`src/rtl/simon_pkg.sv`:
```
// simon_pkg: shared types and constants for the Simon score block.
//   state_t        : game state encoding (IDLE, PLAY, OVER)
//   SCORE_W        : width of score / high score / display value
//   MAX_SCORE_DEF  : default highest reachable score
package simon_pkg;

  localparam int unsigned SCORE_W       = 6;
  localparam int unsigned MAX_SCORE_DEF = 19;

  typedef enum logic [1:0] {
    IDLE,
    PLAY,
    OVER
  } state_t;

endpackage

```
`src/rtl/simon_blink.sv`:
```
// simon_blink: tick-divided toggle used to alternate the game-over display.
//   clk   : system clock
//   rst   : asynchronous active-high reset
//   clear : synchronous restart; counter to zero, phase to 0
//   tick  : slow time-base enable; each pulse advances the counter
//   phase : flips every BLINK_TICKS tick pulses
module simon_blink #(
  parameter int unsigned BLINK_TICKS = 2
) (
  input  logic clk,
  input  logic rst,
  input  logic clear,
  input  logic tick,
  output logic phase
);

  localparam int unsigned CW = (BLINK_TICKS > 1) ? $clog2(BLINK_TICKS) : 1;

  logic [CW-1:0] cnt;

  always_ff @(posedge clk or posedge rst) begin
    if (rst) begin
      cnt   <= '0;
      phase <= 1'b0;
    end else if (clear) begin
      cnt   <= '0;
      phase <= 1'b0;
    end else if (tick) begin
      if (cnt == CW'(BLINK_TICKS - 1)) begin
        cnt   <= '0;
        phase <= ~phase;
      end else begin
        cnt <= cnt + 1'b1;
      end
    end
  end

endmodule

```
`src/rtl/simon_score.sv`:
```
// simon_score: score keeping and score display selection for a Simon game.
// Optional feature macro: SIMON_HIGH_SCORE_EN (high-score register, new_high,
// and score/high-score alternation on the display while in OVER).
//   clk        : system clock
//   rst        : asynchronous active-high reset
//   new_game   : pulse, start a game from any state
//   round_pass : pulse, sequence repeated correctly (counted in PLAY)
//   game_over  : pulse, player failed (honoured in PLAY)
//   tick       : slow enable, only drives the display alternation
//   num        : registered display value
//   playing    : high while in PLAY
//   win        : last game ended by reaching MAX_SCORE
//   new_high   : last game set a new high score
module simon_score
  import simon_pkg::*;
#(
  parameter int unsigned MAX_SCORE   = MAX_SCORE_DEF,
  parameter int unsigned BLINK_TICKS = 2
) (
  input  logic               clk,
  input  logic               rst,
  input  logic               new_game,
  input  logic               round_pass,
  input  logic               game_over,
  input  logic               tick,
  output logic [SCORE_W-1:0] num,
  output logic               playing,
  output logic               win,
  output logic               new_high
);

  state_t             state, state_next;
  logic [SCORE_W-1:0] score, score_next;
  logic [SCORE_W-1:0] num_next;
  logic               enter_over;
  logic               reach_max;

  assign playing = (state == PLAY);

  // Priority new_game > game_over > round_pass; a coincident round_pass
  // with game_over is dropped.
  always_comb begin
    state_next = state;
    score_next = score;
    enter_over = 1'b0;
    reach_max  = 1'b0;
    if (new_game) begin
      state_next = PLAY;
      score_next = '0;
    end else if (state == PLAY) begin
      if (game_over) begin
        state_next = OVER;
        enter_over = 1'b1;
      end else if (round_pass) begin
        score_next = score + 1'b1;
        if (score_next == SCORE_W'(MAX_SCORE)) begin
          state_next = OVER;
          enter_over = 1'b1;
          reach_max  = 1'b1;
        end
      end
    end
  end

`ifdef SIMON_HIGH_SCORE_EN
  logic [SCORE_W-1:0] high;
  logic               phase;

  // Held clear outside OVER so every entry to OVER starts on the score.
  simon_blink #(
    .BLINK_TICKS(BLINK_TICKS)
  ) u_blink (
    .clk  (clk),
    .rst  (rst),
    .clear(state != OVER),
    .tick (tick),
    .phase(phase)
  );

  always_ff @(posedge clk or posedge rst) begin
    if (rst) begin
      high     <= '0;
      new_high <= 1'b0;
    end else if (new_game) begin
      new_high <= 1'b0;
    end else if (enter_over && (score_next > high)) begin
      high     <= score_next;
      new_high <= 1'b1;
    end
  end

  always_comb begin
    num_next = '0;
    case (state)
      PLAY:    num_next = score;
      OVER:    num_next = phase ? high : score;
      default: num_next = high;
    endcase
  end
`else
  assign new_high = 1'b0;

  always_comb begin
    num_next = '0;
    case (state)
      PLAY, OVER: num_next = score;
      default:    num_next = '0;
    endcase
  end
`endif

  // num is sampled from the current registered state, so it trails the
  // state/score update by one clock.
  always_ff @(posedge clk or posedge rst) begin
    if (rst) begin
      state <= IDLE;
      score <= '0;
      num   <= '0;
      win   <= 1'b0;
    end else begin
      state <= state_next;
      score <= score_next;
      num   <= num_next;
      if (new_game) begin
        win <= 1'b0;
      end else if (enter_over) begin
        win <= reach_max;
      end
    end
  end

endmodule

```
`config.mk`:
```
export PLATFORM = sky130hd
export DESIGN_NAME = simon_score
export DESIGN_NICKNAME = d
export VERILOG_FILES = /design/src/rtl/simon_pkg.sv /design/src/rtl/simon_blink.sv /design/src/rtl/simon_score.sv
export SDC_FILE = /design/constraint.sdc
export NUM_CORES = 1
export LEC_CHECK = 0
export ABC_AREA = 1
export BUFFER_PORTS_ARGS = -buffer_cell sky130_fd_sc_hd__buf_2
export CAP_MARGIN = 10
export CORE_MARGIN = 5
export CORE_UTILIZATION = 33
export CTS_CLUSTER_SIZE = 25
export DETAILED_ROUTE_END_ITERATION = 12
export PLACE_DENSITY_LB_ADDON = 0.05
export SLEW_MARGIN = 30
export SYNTH_ARGS = -nofsm -noshare
export SYNTH_HDL_FRONTEND = slang
export SYNTH_SLANG_ARGS = --single-unit
```
`constraint.sdc`:
```
create_clock -name clk -period 2.14 [get_ports clk]
set_input_delay 0.107 -clock clk [delete_from_list [all_inputs] [get_ports clk]]
set_output_delay 0.107 -clock clk [all_outputs]
set_load 0.02 [all_outputs]
```
Word level (Yosys, flattened, before mapping)
Cells that the tools add are included.

Mux-type cells: 19. Reductions and logical operators: 8. Add/sub/neg operators: 1. Equal/unequal tests: 4.

Operators with widths (number): $mux 6 (5); $mux 2 (5); $mux 1 (9); $add 6x1->6 const B (1); $eq 6x5->1 const B (1); $reduce_and 3->1 (2); $reduce_bool 2->1 (3); $reduce_bool 3->1 (2); $eq 2x1->1 const B (1); $eq 2x2->1 const B (1); $ne 2x2->1 const B (1); $reduce_or 2->1 (1).

Word-level logic and storage cells: 36. Register bits: 15.

Logic depth before layout (Yosys ltp)
Gate-level depths: netlist of the first run.

Word-level depth: 9. Gate-level depth with buffers: 10. Depth with buffers taken out: 10.

Worst setup path before layout of the first run
OpenSTA, ideal clock, no wires.

Kind: register to register. Start: register score[0]. End: register win. Slack: 0.742 ns. Buffers on the path: 0. Clock period less this slack: 1.398 ns. Cell stages (with the launch flop): 11. Data required time: 2.023 ns. Arrival time: 1.281 ns. Path through: dfrtp_1 > inv_1 > ha_1 > nand2_1 > nand3b_2 > nor2_2 > nand3_2 > nand2_2 > nand2_2 > nand2_1 > nand2_1.

Cells in the longest elaborated chain, start to end: 8.

Ends and longest elaborated chain: start: declaration (line simon_score.sv:33) `logic [SCORE_W-1:0] score, score_next;`; start signal: assignment (line simon_score.sv:122) `score <= score_next;`; $add 6x1->6 * (line simon_score.sv:55) `score_next = score + 1'b1;`; $eq 6x5->1 * (line simon_score.sv:56) `if (score_next == SCORE_W'(MAX_SCORE)) begin`; $mux 1 * (line simon_score.sv:56); $mux 1 * (line simon_score.sv:54) `end else if (round_pass) begin`; $mux 1 (line simon_score.sv:51) `if (game_over) begin`; $mux 1 (line simon_score.sv:50) `end else if (state == PLAY) begin`; $mux 1 (on tied branches) (line simon_score.sv:126, simon_score.sv:47); $mux 1 / $reduce_bool 2->1 (equally long branches); end signal: assignment (line simon_score.sv:127) `win <= reach_max;`; end: declaration (line simon_score.sv:28) `output logic win,`.

Every way passes the cells marked *; elsewhere a longest branch is shown, timed or not. The select of a mux whose other input is x is not followed. A chain may end at the register's enable or synchronous reset.

Worst setup path in the final report of the first run
Start: register score[0]. End: register state[1].

Cells in the longest elaborated chain, start to end: 4.

Ends and longest elaborated chain: $add 6x1->6 (line simon_score.sv:55); $eq 6x5->1 (line simon_score.sv:56); $reduce_bool 3->1 (no source line); $reduce_and 3->1 (no source line); end signal: assignment (line simon_score.sv:121) `state <= state_next;`; end: declaration (line simon_score.sv:32) `state_t state, state_next;`.

Every way passes these cells.

==> results by group, run 1 <==
GRT
  – Largest net degree at the start of global routing: 16
  – Total grt overflow: 0
  – Vias in the first global route: 528
  – First-pass GRT wire length: 2.34 mm
  – Global-route usage over all layers: 0.0955
  – Initial antenna violation count: 0

STA
  – Max Clock Skew: 0.00753 ns
  – Worst slew pin tran: 0.566 ns
  – Final Cycle Share: 0.743
  – Highest clock rate: 629 MHz
  – # setup viols final: 0
  – Final Critical Period: 1.59 ns
  – Final Hold Fails: 0
  – Final Max Slew Viols: 0
  – Final setup margin: 0.549 ns
  – Slew HR: 0.622
  – Setup TNS: 0 ns
  – RSZ-0062 raised after global routing: false

Critical path
  – Kind of critical path: register to register
  – Critical Path RT: 2.31 ns
  – Startpoint class of the critical path: register
  – Worst Setup End Kind: register
  – Signal arrival time at the worst endpoint: 1.77 ns
  – CP Max Fanout: 6

Finish
  – Layout cells sized above 1: 0.265
  – Area Overhead vs Synth: 17.2%
  – Fin nets: 108
  – Diodes inserted: 0

Detailed routing
  – Total wire length: 1.40 mm
  – Wire per inst: 11.1 um
  – First-pass DRT Iterations: 4
  – Post-route ant nets: 0
  – Vias post-DR: 558
  – Vias/cell: 4.43
  – DRC errors left: 0
  – 1st-iter DRT viols: 11

Logic synthesis
  – Sequential fraction of the synthesis area: 0.517
  – Synth Instances: 82
  – #FFs+latches synth: 15
  – Top cell type by total area after synthesis: dfrtp_1
  – Mapped Area: 726 sq um
  – Yosys warnings: 0
  – Synth top area cells: dfrtp_1, nand2_1, inv_1, ha_1, nor2_1
  – Mean Syn Cell Area: 8.85 sq um
  – Synth top area share: 0.517
  – Syn nets: 91
  – Synthesized-area fraction occupied by adder cells: 0.0517
  – XOR/XNOR Fraction of Synth Area: 0.0224
  – Compound-Gate Fraction of Synth Area: 0.0448
  – Mux share of post-synthesis cell area: 0
  – Main combinational cell family by area after synthesis: simple AND/OR/NAND/NOR gates
  – Distinct cell type count after synthesis: 19
  – Simple-Gate Fraction of Synth Area: 0.291

Placed design
  – Placement Setup Slack: 0.543 ns
  – IO Port Bufs: 12
  – Dpl hpwl: 1.10 mm
  – Routability Congestion: 0.737

Floorplanning
  – Die Height: 56.9 um
  – Die footprint: 3240 sq um
  – Die width: 56.9 um
  – Row Count: 17
  – Core Region: 2150 sq um
  – Initial core utilization: 0.338
  – I/O pins: 15

Clock network
  – Clk buf depth: 2
  – Skew-Pair Late Insertion Delay: 0.28 ns
  – CTS buffer count: 3
  – CTS clk-pin slew, worst paths: 0.09 ns
  – CTS sink cnt: 15
  – CTS tree: done
  – H-Tree Depth: 1
  – # resized after CTS: 0
  – Clock Tree Root: clkbuf_4

Min path
  – Worst hold path type: input pin to register

Pwr
  – PwrDens: 622 nW/um^2
  – Max VDD drop: 0.000227 V
  – LEAKAGE: 0.433 nW

Job
  – Max cap viols: 0

Status
  – Status: finished clean
[layer usage]
layer / GRT usage / vias up / wire length, um
met4: 0.0497 / 0 / 29
met1: 0.117 / 254 / 666
met3: 0.0322 / 4 / 69
li1: - / 287 / -
met2: 0.147 / 13 / 630
met5: 0 / - / 0
[worst paths after layout]
check	from	end	slack (ns)	cells past startpoint
worst min-delay path	new_game	state[0]	0.09	3
worst max-delay path	score[0]	state[1]	0.55	10
min in group asynchronous	rst	num[5]	0.41	3
worst min register to register	win	win	0.47	2
max in group asynchronous	rst	state[1]	1.35	3
worst max register to register	score[0]	state[1]	0.55	10
[synth_stat cells, drive strengths merged]
| library cell | number |
|---|---|
| nand3b | 3 |
| nand2 | 24 |
| conb | 1 |
| ha | 3 |
| o22ai | 2 |
| dfrtp | 15 |
| xor2 | 1 |
| or2 | 1 |
| inv | 11 |
| nor2 | 10 |
| nand3 | 5 |
| buf | 1 |
| nand4 | 1 |
| o21ai | 4 |
[power by group]
group | total, mW | switching (mW) | internal [mW]
registers | 0.298 | 0.00585 | 0.292
clock network | 0.159 | 0.0897 | 0.0692
logic | 0.0721 | 0.0484 | 0.0237
[final cells by class]
cell class / count / area [sq um]
Tap cell: 28 / 35.0
Timing Repair Buffer: 13 / 70.1
Sequential cell: 15 / 375
Clock inverter: 1 / 5.00
Multi-Input combinational cell: 55 / 302
Fill cell: 233 / 1300
Inverter: 11 / 41.3
Clock buffer: 3 / 22.5
[stage by stage]
step	instance area [sq um]	total power, mW	hold WS [ns]	utilization	std cells
2_1_floorplan	726	0.355	0.00848	-	82
3_3_place_gp	813	0.376	0.200	0.379	121
3_5_place_dp	813	0.376	0.195	0.379	121
4_1_cts	851	0.545	0.0723	0.396	126
5_1_grt	851	0.565	0.115	0.396	126
6_report	851	0.529	0.0867	0.396	126
[kinds of logic after synthesis]
group | count (synthesis)
AO/OA/AOI/OAI | 6
AND/OR/NAND/NOR | 44
XOR/XNOR | 1
adder cells (fa/ha/maj) | 3
other | 1
flip-flops | 15
buffers and inverters | 12
[what timing repair did]
| action | CTS | global route |
|---|---|---|
| hold buffers | 1 | 0 |
| buffers inserted | 0 | 0 |
| hold endpoints to repair | 15 | 0 |
[worst max-delay path, stage by stage, from the launching register on]
cell and delay (ns):
dfrtp_1 0.45, inv_1 0.15, ha_1 0.17, nand2_1 0.04, nand3b_2 0.20, nor2_2 0.12, nand3_2 0.09, nand2_2 0.08
nand2_2 0.07, nand2_1 0.06, nand2_1 0.04
[sequential cells by signal, indices dropped and copies added (netlist names)]
| signal | cells |
|---|---|
| win | 1 |
| state | 2 |
| num | 6 |
| score | 6 |
[cell usage in the layout, fill, tap and decap left out, types with 3 or more instances in the layout]
cell type / n
nand2_1: 20
dfrtp_1: 15
buf_2: 12
inv_1: 11
nor2_1: 8
nand3_1: 4
nand2_2: 4
o21ai_0: 3
ha_1: 3
clkbuf_4: 3
(Power assumes the default switching activity.)
==> inputs of run 2 (changes only) <==
==> constraint.sdc (replaced) <==
create_clock -name clk -period 1.4 [get_ports clk]
set_input_delay 0.07 -clock clk [delete_from_list [all_inputs] [get_ports clk]]
set_output_delay 0.07 -clock clk [all_outputs]
set_load 0.02 [all_outputs]
==> run 2 against run 1 <==
Utilization up 2.7 points; critical path depth down 2; via count up 5.6%; highest routed layer unchanged; sequential power is 52% higher; non-clock buffer count grew 5; register-to-register slack got worse by 0.54 ns; largest cell class unchanged; cell count is 4.0% higher.
==> results by group, run 2 (synthesized netlist as in run 1, its figures left out) <==
Status
  – Status: finished clean

Placed design
  – Cell Area, Placed: 843 sq um
  – Dpl hpwl: 1.11 mm
  – Routability Congestion: 0.761
  – Placed Cells: 125
  – IO Port Bufs: 12

Finish
  – Fillers: 230
  – Most frequent cells in the layout: nand2_1, dfrtp_1, buf_2, inv_1, nor2_1
  – Non-Filler Instances: 131
  – Fin nets: 113
  – Layout cells sized above 1: 0.340
  – Diodes inserted: 0
  – Area Overhead vs Synth: 25.3%
  – Commonest non-fill, non-tap cell in the layout: nand2_1
  – Cell area after layout: 910 sq um
  – Biggest regs: num (6), score (6), state (2)

Floorplanning
  – Die footprint: 3240 sq um
  – Die width: 56.9 um
  – Initial core utilization: 0.338
  – Die Height: 56.9 um
  – I/O pins: 15
  – Core Region: 2150 sq um
  – Row Count: 17

STA
  – Final Hold Fails: 0
  – Final Max Slew Viols: 0
  – Final Cycle Share: 0.990
  – Highest clock rate: 721 MHz
  – Final Critical Period: 1.39 ns
  – Worst slew pin tran: 0.559 ns
  – RSZ-0062 raised after global routing: true
  – Max Clock Skew: 0.00951 ns
  – Slew HR: 0.627
  – # setup viols final: 0

Pwr
  – Max VDD drop: 0.000395 V
  – PwrDens: 929 nW/um^2
  – LEAKAGE: 0.467 nW

Critical path
  – Startpoint class of the critical path: register
  – Kind of critical path: register to register
  – Flop-to-flop setup slack: 0.01 ns
  – Signal arrival time at the worst endpoint: 1.58 ns
  – Worst Setup End Kind: register
  – Critical Path RT: 1.60 ns
  – CP Max Fanout: 3

GRT
  – Largest net degree at the start of global routing: 16
  – Busiest grt layer: met2
  – Global-route usage over all layers: 0.104
  – First-pass GRT wire length: 2.50 mm
  – Global Route met1 Usage: 0.127
  – Met2 usage: 0.160
  – Total grt overflow: 0
  – Vias in the first global route: 565
  – Initial antenna violation count: 0
  – GR Layer Usage met3: 0.0299

Detailed routing
  – First-pass DRT Iterations: 4
  – DRC errors left: 0
  – Vias/cell: 4.50
  – Total wire length: 1.47 mm
  – Vias post-DR: 589
  – Post-route ant nets: 0
  – Wire per inst: 11.2 um
  – 1st-iter DRT viols: 12

Min path
  – Worst hold path type: input pin to register

Clock network
  – Skew-Pair Late Insertion Delay: 0.30 ns
  – Clock Tree Root: clkbuf_4
  – CTS sink cnt: 15
  – CTS tree: done
  – Clk buf depth: 2
  – CTS buffer count: 3
  – CTS clk-pin slew, worst paths: 0.10 ns
  – H-Tree Depth: 1

Job
  – Max cap viols: 0
## run 2: through the flow
step / utilization / setup TNS, ns / power, mW / hold WS, ns / setup WS [ns]
final: 0.423 / 0 / 0.845 / 0.0389 / 0.0133
after global routing: 0.423 / -0.230 / 0.895 / 0.0608 / -0.0733
after CTS: 0.422 / 0 / 0.851 / 0.0425 / 0.00686
after detailed placement: 0.393 / -0.0943 / 0.585 / 0.169 / -0.0359
after global placement: 0.393 / -0.0807 / 0.584 / 0.160 / -0.0318
after floorplan: - / 0 / 0.543 / -0.0285 / 0.00167
## run 2: final cells by class
cell class	count	area (sq um)	area share
clock inverter	1	5.00	0.00550
tap	28	35.0	0.0385
sequential	15	375	0.413
multi-input combinational	55	323	0.355
timing repair buffer	18	108	0.118
clock buffer	3	22.5	0.0248
inverter	11	41.3	0.0454
## run 2: timing repair
item | in CTS | in global routing
endpoints found under the setup margin | 3 | 5
cloned | 0 | 0
pin swaps | 5 | 3
buffers inserted | 1 | 0
hold buffers | 1 | 0
hold endpoints to repair | 15 | 0
gates resized for setup | 4 | 1
## run 2: layer usage
metal	vias up	share of wire
met5	-	0
met4	0	0.018
met3	3	0.048
met2	14	0.48
met1	276	0.45
li1	296	-
## run 2: final timing paths
check / startpoint / end / cells after the start
worst max-delay path: score[0] / win / 8
worst min-delay path: new_game / state[0] / 3
worst max register to register: score[0] / win / 8
worst min register to register: win / win / 2
max in group asynchronous: rst / win / 3
min in group asynchronous: rst / num[0] / 3
## run 2: where the power goes
group	switching, mW	internal [mW]	total, mW	leakage, nW
clock network	0.163	0.107	0.269	0.0177
logic	0.0773	0.0447	0.122	0.244
registers	0.00697	0.446	0.453	0.205
total	0.247	0.598	0.845	0.467
## run 2: worst max-delay path, cell delays in order, from the launching register on
cell and delay, ns:
dfrtp_1 0.41, ha_2 0.22, nand3_2 0.10, xor2_2 0.18, nand3_2 0.11, nand2_2 0.08, nand2_2 0.07, nand2_1 0.06
nand2_1 0.04
==> inputs of run 3 (changes only) <==
--- a/config.mk
+++ b/config.mk
@@ -6,13 +6,16 @@
 export NUM_CORES = 1
 export LEC_CHECK = 0
 export ABC_AREA = 1
+export ABC_CLOCK_PERIOD_IN_PS = 1400
 export BUFFER_PORTS_ARGS = -buffer_cell sky130_fd_sc_hd__buf_2
 export CAP_MARGIN = 10
 export CORE_MARGIN = 5
 export CORE_UTILIZATION = 33
 export CTS_CLUSTER_SIZE = 25
 export DETAILED_ROUTE_END_ITERATION = 12
+export MAX_ROUTING_LAYER = met4
 export PLACE_DENSITY_LB_ADDON = 0.05
+export RECOVER_POWER = 50
 export SLEW_MARGIN = 30
 export SYNTH_ARGS = -nofsm -noshare
 export SYNTH_HDL_FRONTEND = slang
==> run 3 against run 2 <==
Total power is 0.40% lower; first-iteration DRC count did not move; die area unchanged; critical path depth did not move; cell count unchanged; non-clock buffer count unchanged.
==> results by group, run 3 (synthesized netlist as in run 1, its figures left out) <==
Status
  – Status: finished clean

Clock network
  – CTS sink cnt: 15
  – H-Tree Depth: 1
  – CTS buffer count: 3
  – Clk buf depth: 2
  – Clock Tree Root: clkbuf_4
  – CTS clk-pin slew, worst paths: 0.10 ns
  – Skew-Pair Late Insertion Delay: 0.30 ns
  – CTS tree: done

Critical path
  – R2R Path Start: score[0]
  – Kind of critical path: register to register
  – R2r worst-path depth: 8
  – Startpoint class of the critical path: register
  – Timing startpoint of the critical path: score[0]
  – Critical Path RT: 1.59 ns
  – Flop-to-flop setup slack: 0.01 ns
  – Setup crit end: win
  – Worst path cell trace: ha_2 > nand3_2 > xor2_2 > nand3_2 > nand2_2 > nand2_2 > nand2_1 > nand2_1
  – Signal arrival time at the worst endpoint: 1.58 ns
  – Slowest stage delay, CP: 0.41 ns
  – Reg-to-reg critical path endpoint: win
  – CP Max Fanout: 3
  – Worst Setup End Kind: register
  – Slowest cell on crit path: dfrtp_1
  – CP top delay family: simple AND/OR/NAND/NOR gates
  – Stages on worst setup path: 8
  – Buffers plus inverters on the worst setup path: 0

Detailed routing
  – Post-route ant nets: 0
  – 1st-iter DRT viols: 12
  – Vias/cell: 4.53
  – DRC errors left: 0
  – Wire per inst: 11.2 um
  – Vias post-DR: 594
  – First-pass DRT Iterations: 5
  – Total wire length: 1.47 mm

Finish
  – Biggest regs: num (6), score (6), state (2)
  – Util after Layout: 0.423
  – Diodes inserted: 0
  – Layout cells sized above 1: 0.330
  – Fin nets: 113
  – Cell area after layout: 908 sq um
  – Area Overhead vs Synth: 25.2%
  – Commonest non-fill, non-tap cell in the layout: nand2_1
  – Most frequent cells in the layout: nand2_1, dfrtp_1, inv_1, buf_2, nor2_1

STA
  – RSZ-0062 raised after global routing: true
  – Final Critical Period: 1.39 ns
  – # setup viols final: 0
  – Worst slew pin tran: 0.559 ns
  – Final Max Slew Viols: 0
  – Final setup margin: 0.0144 ns
  – Setup TNS: 0 ns
  – Slew HR: 0.627
  – Max Clock Skew: 0.00874 ns
  – Final Cycle Share: 0.990
  – Final Hold Fails: 0
  – Highest clock rate: 722 MHz

Pwr
  – Max VDD drop: 0.000396 V
  – Clock power frac: 0.316
  – Power, Total: 0.841 mW
  – Power Internal: 0.598 mW
  – LEAKAGE: 0.462 nW
  – Sw frac: 0.290
  – PwrDens: 926 nW/um^2
  – Flop pwr share: 0.539
  – NetSw: 0.244 mW
  – Comb power frac: 0.145

GRT
  – Total grt overflow: 0
  – Largest net degree at the start of global routing: 16
  – Vias in the first global route: 561
  – Met2 usage: 0.160
  – Global-route usage over all layers: 0.108
  – Global Route met1 Usage: 0.127
  – Busiest grt layer: met2
  – GR Layer Usage met3: 0.0368
  – First-pass GRT wire length: 2.52 mm
  – Initial antenna violation count: 0

Floorplanning
  – Die width: 56.9 um
  – Core Region: 2150 sq um
  – Die footprint: 3240 sq um
  – Die Height: 56.9 um
  – Row Count: 17
  – I/O pins: 15
  – Initial core utilization: 0.338

Placed design
  – Cell Area, Placed: 843 sq um
  – IO Port Bufs: 12
  – Placement Setup Slack: -0.0359 ns
  – Dpl hpwl: 1.11 mm
  – Routability Congestion: 0.771

Min path
  – Worst hold path type: input pin to register

Job
  – Max cap viols: 0
run 3: cell count changes in the layout (fill, tap and decap cells not counted), sizes merged:
| cell | change |
|---|---|
| buf | -1 |
| clkbuf | +1 |
run 3: routing by layer:
metal  part of all wire  routed length (um)
met5                  0                   0
met4              0.017                  25
met3              0.043                  64
met2               0.48                 713
met1               0.45                 669
run 3: layout make-up:
type | count | area [sq um]
multi-input cells | 55 | 323
repair buffers | 18 | 106
well taps | 28 | 35.0
flip-flops and latches | 15 | 375
inverters | 11 | 41.3
clock buffers | 3 | 22.5
fillers | 231 | 1240
clock inverters | 1 | 5.00
run 3: worst min-delay path by stage:
stage | startpoint | end | slack (ns) | cells after the start
2_1_floorplan | rst | num[0] | -0.03 | 1
3_3_place_gp | rst | num[0] | 0.16 | 2
3_5_place_dp | rst | num[0] | 0.17 | 2
4_1_cts | new_game | state[0] | 0.04 | 3
5_1_grt | game_over | win | 0.06 | 4
6_report | new_game | state[0] | 0.04 | 3
run 3: stage by stage:
stage	hold WS [ns]	cells
global placement	0.160	125
global route	0.0555	131
finish	0.0441	131
floorplan	-0.0285	82
detailed placement	0.169	125
CTS	0.0425	131
run 3: worst min-delay path: stages:
cell and delay (ns):
buf_2 0.11, inv_1 0.07, nand2_1 0.06
run 3: power groups by stage:
stage / logic [mW] / registers, mW / clock network [mW]
3_5_place_dp: 0.122 / 0.462 / 0
4_1_cts: 0.126 / 0.454 / 0.271
2_1_floorplan: 0.0773 / 0.466 / 0
6_report: 0.122 / 0.453 / 0.266
3_3_place_gp: 0.122 / 0.462 / 0
5_1_grt: 0.141 / 0.456 / 0.302
run 3: timing repair:
item / 4_1_cts / 5_1_grt
endpoints found under the setup margin: 3 / 5
buffers inserted: 1 / 0
gates resized for setup: 4 / 1
pin swaps: 5 / 3
hold endpoints to repair: 15 / 0
gates cloned: 0 / 0
hold buffers: 1 / 0
